==> src/rtl/axi_rd_req_gen.sv <==
// Read request generator: splits a bulk read command into rx_req chunks that are
// bounded by MAX_CHUNK words and never cross a 4 KB address boundary.
module axi_rd_req_gen #(
   parameter int unsigned C_M_AXI_ADDR_WIDTH = 32,
   parameter int unsigned C_M_AXI_DATA_WIDTH = 64,
   parameter int unsigned TX_SIZE_WIDTH      = 6,
   parameter int unsigned TOTAL_WIDTH        = 20,
   parameter int unsigned MAX_CHUNK          = 16
) (
   input  logic                          ACLK,
   input  logic                          ARESET,
   input  logic                          cmd_valid,
   output logic                          cmd_ready,
   input  logic [C_M_AXI_ADDR_WIDTH-1:0] cmd_addr,
   input  logic [TOTAL_WIDTH-1:0]        cmd_words,
   output logic                          rx_req,
   output logic [C_M_AXI_ADDR_WIDTH-1:0] rx_addr,
   output logic [TX_SIZE_WIDTH-1:0]      rx_req_size,
   input  logic                          rx_done,
   output logic                          busy,
   output logic                          cmd_done,
   output logic [15:0]                   chunk_cnt
);

   localparam int unsigned Bpw     = C_M_AXI_DATA_WIDTH / 8;
   localparam int unsigned AddrLsb = $clog2(Bpw);
   localparam logic [C_M_AXI_ADDR_WIDTH-1:0] AddrLowMask = C_M_AXI_ADDR_WIDTH'(Bpw - 1);
   localparam logic [TOTAL_WIDTH-1:0]        MaxChunkW   = TOTAL_WIDTH'(MAX_CHUNK);

   typedef enum logic [2:0] {StIdle, StCalc, StReq, StWait, StDone} state_e;

   state_e                          state_q, state_d;
   logic [C_M_AXI_ADDR_WIDTH-1:0]   cur_addr_q, cur_addr_d;
   logic [TOTAL_WIDTH-1:0]          rem_q, rem_d;
   logic [C_M_AXI_ADDR_WIDTH-1:0]   rx_addr_q, rx_addr_d;
   logic [TX_SIZE_WIDTH-1:0]        rx_size_q, rx_size_d;
   logic [15:0]                     cnt_q, cnt_d;

   logic [12:0]                     bnd_bytes;
   logic [TOTAL_WIDTH-1:0]          bnd_words;
   logic [TOTAL_WIDTH-1:0]          chunk;
   logic [C_M_AXI_ADDR_WIDTH-1:0]   step;

   // Words left before the next 4 KB boundary; always >= 1 for an aligned address.
   always_comb begin
      bnd_bytes = 13'd4096 - {1'b0, cur_addr_q[11:0]};
      bnd_words = TOTAL_WIDTH'(bnd_bytes >> AddrLsb);
      chunk     = rem_q;
      if (MaxChunkW < chunk) chunk = MaxChunkW;
      if (bnd_words < chunk) chunk = bnd_words;
      step      = C_M_AXI_ADDR_WIDTH'(rx_size_q) * C_M_AXI_ADDR_WIDTH'(Bpw);
   end

   always_comb begin
      state_d    = state_q;
      cur_addr_d = cur_addr_q;
      rem_d      = rem_q;
      rx_addr_d  = rx_addr_q;
      rx_size_d  = rx_size_q;
      cnt_d      = cnt_q;
      unique case (state_q)
         StIdle: begin
            if (cmd_valid) begin
               cur_addr_d = cmd_addr & ~AddrLowMask;
               rem_d      = cmd_words;
               cnt_d      = '0;
               state_d    = StCalc;
            end
         end
         StCalc: begin
            if (rem_q == '0) begin
               state_d = StDone;
            end else begin
               rx_addr_d = cur_addr_q;
               rx_size_d = TX_SIZE_WIDTH'(chunk);
               state_d   = StReq;
            end
         end
         StReq: begin
            if (cnt_q != 16'hFFFF) cnt_d = cnt_q + 16'd1;
            state_d = StWait;
         end
         StWait: begin
            if (rx_done) begin
               cur_addr_d = cur_addr_q + step;
               rem_d      = rem_q - TOTAL_WIDTH'(rx_size_q);
               state_d    = StCalc;
            end
         end
         StDone:  state_d = StIdle;
         default: state_d = StIdle;
      endcase
   end

   always_ff @(posedge ACLK or posedge ARESET) begin
      if (ARESET) begin
         state_q    <= StIdle;
         cur_addr_q <= '0;
         rem_q      <= '0;
         rx_addr_q  <= '0;
         rx_size_q  <= '0;
         cnt_q      <= '0;
      end else begin
         state_q    <= state_d;
         cur_addr_q <= cur_addr_d;
         rem_q      <= rem_d;
         rx_addr_q  <= rx_addr_d;
         rx_size_q  <= rx_size_d;
         cnt_q      <= cnt_d;
      end
   end

   assign cmd_ready   = (state_q == StIdle);
   assign busy        = (state_q != StIdle);
   assign rx_req      = (state_q == StReq);
   assign cmd_done    = (state_q == StDone);
   assign rx_addr     = rx_addr_q;
   assign rx_req_size = rx_size_q;
   assign chunk_cnt   = cnt_q;

endmodule

==> config.mk <==
export PLATFORM = sky130hd
export DESIGN_NAME = axi_rd_req_gen
export DESIGN_NICKNAME = d
export VERILOG_FILES = /design/src/rtl/axi_rd_req_gen.sv
export SDC_FILE = /design/constraint.sdc
export NUM_CORES = 1
export LEC_CHECK = 0
export CORE_ASPECT_RATIO = 1.2
export CORE_MARGIN = 3
export CORE_UTILIZATION = 50
export CTS_CLUSTER_SIZE = 30
export DETAILED_ROUTE_END_ITERATION = 8
export GPL_TIMING_DRIVEN = 0
export PLACE_DENSITY_LB_ADDON = 0.15
export SLEW_MARGIN = 0
export SYNTH_ARGS = -nofsm -noshare
export SYNTH_HDL_FRONTEND = slang
export SYNTH_SLANG_ARGS = --single-unit
==> constraint.sdc <==
create_clock -name ACLK -period 4.11 [get_ports ACLK]
set_input_delay 1.0275 -clock ACLK [delete_from_list [all_inputs] [get_ports ACLK]]
set_output_delay 1.0275 -clock ACLK [all_outputs]
set_load 0.02 [all_outputs]
# Word level (Yosys, flattened, before mapping)

Cells that the tools add are included.

Memories: 0
Bits in read-only memories: 0
Word-level logic and storage cells: 45
Input bits: 56
Bits in latches: 0
Register bits: 109
RAM bits: 0

Bitwise logic cells: 1
Mux-type cells: 15
Shifts and indexed selects: 0
Equality and inequality tests: 8
Multipliers: 0
Divide/modulo/power cells: 0
$lt $le $gt $ge: 2
Add/subtract/negate cells: 4
Reduce and logical (&&, ||, !) cells: 9

Operators by type and width:

| kind                     | number |
|---|---|
| $mux W32                 | 2 |
| $pmux W32 S2             | 1 |
| $mux W20                 | 3 |
| $pmux W20 S2             | 1 |
| $add A32 B9 Y32          | 1 |
| $mux W16                 | 2 |
| $pmux W16 S2             | 1 |
| $logic_not A20 Y1        | 1 |
| $lt A10 B20 Y1           | 1 |
| $lt A5 B20 Y1 const A    | 1 |
| $sub A20 B6 Y20          | 1 |
| $add A16 B1 Y16 const B  | 1 |
| $ne A16 B16 Y1 const B   | 1 |
| $sub A13 B12 Y13 const A | 1 |
| $pmux W3 S4              | 1 |
| $mux W3                  | 3 |
| $eq A3 B2 Y1 const B     | 2 |
| $mux W6                  | 1 |
| $reduce_and A3 Y1        | 2 |
| $ne A2 B2 Y1 const B     | 2 |
| $reduce_and A2 Y1        | 2 |
| $reduce_bool A2 Y1       | 2 |
| $eq A3 B1 Y1 const B     | 1 |
| $eq A3 B3 Y1 const B     | 1 |
| 4 further kinds          | 4 |

# Longest topological paths before layout

Word-level depth: 4
Mapped depth: 12

# Worst setup path after synthesis

OpenSTA, ideal clock, no wires.

Path type: flip-flop to flip-flop
Start: register rem_q[14]
End: register rx_size_q[0] (netlist: rx_req_size[0])
Path buffers: 1
Stages on the path, launching flop included: 13
Clock period less this slack: 2.783 ns
Data arrival time: 2.633 ns
Required time: 3.961 ns
Setup slack: 1.327 ns
Path through: dfrtp_1 -> or4_4 -> nor3_4 -> and3_4 -> buf_2 -> nand2_1 -> ha_1 -> a21oi_1 -> nand2_1 -> a21oi_1 -> o211ai_2 -> nand4_1 -> o221ai_1

Cells in the longest elaborated chain, start to end: 4

Ends and longest elaborated chain:

| element                | RTL line | source |
|---|---|---|
| start, declared        | 34       | `logic [TOTAL_WIDTH-1:0] rem_q, rem_d;` |
| start signal, assigned | 106      | `rem_q <= rem_d;` |
| $lt A5 B20 Y1          | 49       | `if (MaxChunkW < chunk) chunk = MaxChunkW;` |
| $mux W20               | 49       |  |
| $lt A10 B20 Y1         | 50       | `if (bnd_words < chunk) chunk = bnd_words;` |
| $mux W6                | 50       |  |
| end signal, assigned   | 108      | `rx_size_q <= rx_size_d;` |
| end, declared          | 36       | `logic [TX_SIZE_WIDTH-1:0] rx_size_q, rx_size_d;` |

Parallel ways exist; a longest one is shown, timed or not.
A chain may end at the register's enable or synchronous reset.

# Worst setup path in the final report

Start: input rx_done
End: register rem_q[5]

Cells in the longest elaborated chain, start to end: 2

Ends and longest elaborated chain:

| element                     | RTL line | source |
|---|---|---|
| start, declared             | 19       | `input logic rx_done,` |
| $ne A2 B2 Y1 (no line)      | n/a      |  |
| $reduce_and A3 Y1 (no line) | n/a      |  |

Every way passes these cells.

==> flow_summary.toml <==
[timing]
timing.slew.headroom_pct = 31.5
slew_violations = 0
worst_pin_slew_ps = 1030
rsz0062_at_grt = "false"
hold_violations = 0
fin_crit_ps = 3550
timing.fmax_ghz = 0.282
fin_crit_sh_pct = 86.4
finalSetupTns_ps = 0
setup_violations = 0
finClkSkew_ps = 9.30
timing.hold.ws_ps = 513

[power_and_ir_drop]
sw_frac_of_total_pct = 45.3
p_comb_share_pct = 56.2
seq_power_share_pct = 29.3
cellPowerDensity_nw_per_um2 = 836
vdd_drop_max_mv = 0.451
leakage_uw = 0.00323
power_frac_clock_pct = 14.5
p_int_uw = 3660
p_switching_uw = 3030

[placement]
placed_cell_area_sq_um = 7660
dp.cells = 954
io_buffers = 107
gp_congestion = 0.949
dp_hpwl_um = 13800

[logic_synthesis]
synth-edff-count = 0
yosysWarnings = 0
syn-cell-area_sq_um = 6340
yosysTopAreaCellShare_pct = 40.7
yosys-top-cells-area = "dfrtp_1 41%, mux2_4 5.9%, ha_1 4.7%"
avgSynthCellArea_sq_um = 9.33
synth_top_area_cell = "dfrtp_1"
ys_types = 71
yosysSeqAreaShare_pct = 40.7
synth-seq-cells = 103
ys.flop_type = "dfrtp_1"
synthArstFlopShare_pct = 100
syn_inst = 679

[global_route]
antenna_found_initial = 0
grt_pass1_wl_um = 30100
grt_max_degree = 68
grt_overflow_total = 0
grtUsageMet1_pct = 35.0
use_met2_pct = 45.3
grt_pass1_vias = 5908
use_met3_pct = 4.29
top_usage_layer = "met2"
grt_usage_pct = 27.5

[critical_path]
crit_path_max_incr_delay_ps = 680
end_kind = "flop"
crit_chain = "clkdlybuf4s50_1, nand3_1, a21oi_1, clkbuf_1, buf_1, nand3_1, nand3_1"
worstPathArrival_ps = 3840
crit_slowest_cell = "a21oi_1"
cp.required_ps = 4400
crit_type = "in2reg"
critPathMostFrequentCell = "nand3_1"
cp-start-kind = "primary input"
crit_path_max_fanout = 10
reg2reg_depth = 12

[die]
ioPinCount = 114
dieArea_sq_um = 14100
die_w_um = 109
fp.dieH_um = 129
initial_utilization_pct = 51.8
core-area_sq_um = 12200
rows = 44

[detailed_routing]
drc = 0
drt_pass1_iterations = 6
num_vias = 5971
wire_per_inst_um = 19.5
dr.first_iter.drc_count = 507
vias_per_cell = 6.16
postRouteWirelength_um = 18900
ant_nets = 0

[layout]
num-nets-final = 886
mostFrequentLayoutCells = "107 x clkdlybuf4s50_1, 103 x dfrtp_1, 58 x nand2_1"
areaGrowthSynthToFinish_pct = 26.2
nFillCells = 1031
layout_commonest_cell = "clkdlybuf4s50_1"
stdcell_count = 970
diodes = 0
final_area_sq_um = 8000
drive_gt1_share_pct = 8.53

[clock_tree]
cts_setup_buffers = 0
htreeDepth = 3
cts_hold_buffers = 0
worst_setup_hold_path_clk_slew_ps = 70
cts_buffers = 9
cts_tree = "done"
cts_resized = 0
clockBufferDepth = 2
clockRootBuffer = "clkbuf_16"
clk_latency_ps = 360
cts.sinks = 103

[job]
cap_viol_max_count = 0

[min_path]
hold_depth = 1
hold_path_class = "reg2reg"

[outcome]
outcome = "complete, no violations"
-- stage by stage --
step | total power, uW | setup WS (ps) | util (%)
global route | 7130 | 511 | 65.4
finish | 6680 | 558 | 65.4
detailed placement | 5670 | 284 | 62.7
global placement | 5550 | -1220 | 62.4
floorplan | 4390 | 379 | -
CTS | 6660 | 638 | 65.4
-- cell usage after synthesis, types with 9 or more instances --
master and count:
a211oi_1 13, a21oi_1 40, and3_1 9, clkbuf_1 22, dfrtp_1 103, ha_1 24, inv_1 25, mux2_4 25
nand2_1 58, nand3_1 31, nand4_1 16, nor2_1 57, nor3_1 31, o21ai_0 35, o22ai_1 9, or3_1 9
xnor2_1 14
-- per-layer routing --
| layer | vias up | part of all wire [%] |
|---|---|---|
| li1 | 2753 | - |
| met1 | 2876 | 40 |
| met2 | 280 | 49 |
| met3 | 62 | 6.1 |
| met4 | 0 | 4.2 |
| met5 | - | 0 |
-- path summary, 6_finish.rpt --
path | from | slack (ps) | to
min | rx_addr[13] | 510 | rx_addr[13]
max reg2reg | rem_q[15] | 880 | rx_req_size[2]
min in group asynchronous | ARESET | 1050 | rx_addr[22]
min reg2reg | rx_addr[13] | 510 | rx_addr[13]
max | rx_done | 560 | rem_q[5]
max in group asynchronous | ARESET | 2350 | chunk_cnt[11]
-- kinds of logic (layout without fill, tap and decap cells) --
family          after synthesis  after routing  share of synthesized area (%)
simple gates                257            257                           20.6
compound gates              172            172                           18.6
flops                       103            103                           40.7
buf+inv                      65            189                           4.48
mux                          34             34                           7.42
fa+ha+maj                    26             26                           5.37
xor+xnor                     20             20                           2.76
other cells                   2              8                          0.119
-- state kept, by name, summed over array words and instances, names as in the netlist --
| signal | count |
|---|---|
| rx_addr | 29 |
| rem_q | 20 |
| state_q | 3 |
| rx_req_size | 6 |
| chunk_cnt | 16 |
| cur_addr_q | 29 |
-- power groups by stage --
stage               Sequential, uW  Combinational, uW  Clock, uW
global route                  2020               4100       1020
global placement              1930               3620          0
finish                        1960               3760        968
detailed placement            1950               3710          0
floorplan                     2040               2350          0
CTS                           1940               3730        980
-- worst max-delay path: cells and delay by family --
kind	cells	cell delay (ps)
buffers and inverters	3	1670
and+or+nand+nor	3	450
AOI/OAI and AO/OA	1	680
-- cell type report --
class / instances / area (sq um) / area share [%]
Multi-Input combinational cell: 517 / 3500 / 43.7
Sequential cell: 103 / 2580 / 32.2
Timing Repair Buffer: 108 / 1100 / 13.7
Clock buffer: 9 / 225 / 2.82
Tap cell: 161 / 201 / 2.52
Buffer: 40 / 190 / 2.38
Clock inverter: 7 / 109 / 1.36
Inverter: 25 / 96.3 / 1.21
Power figures use the tool's default switching activity.
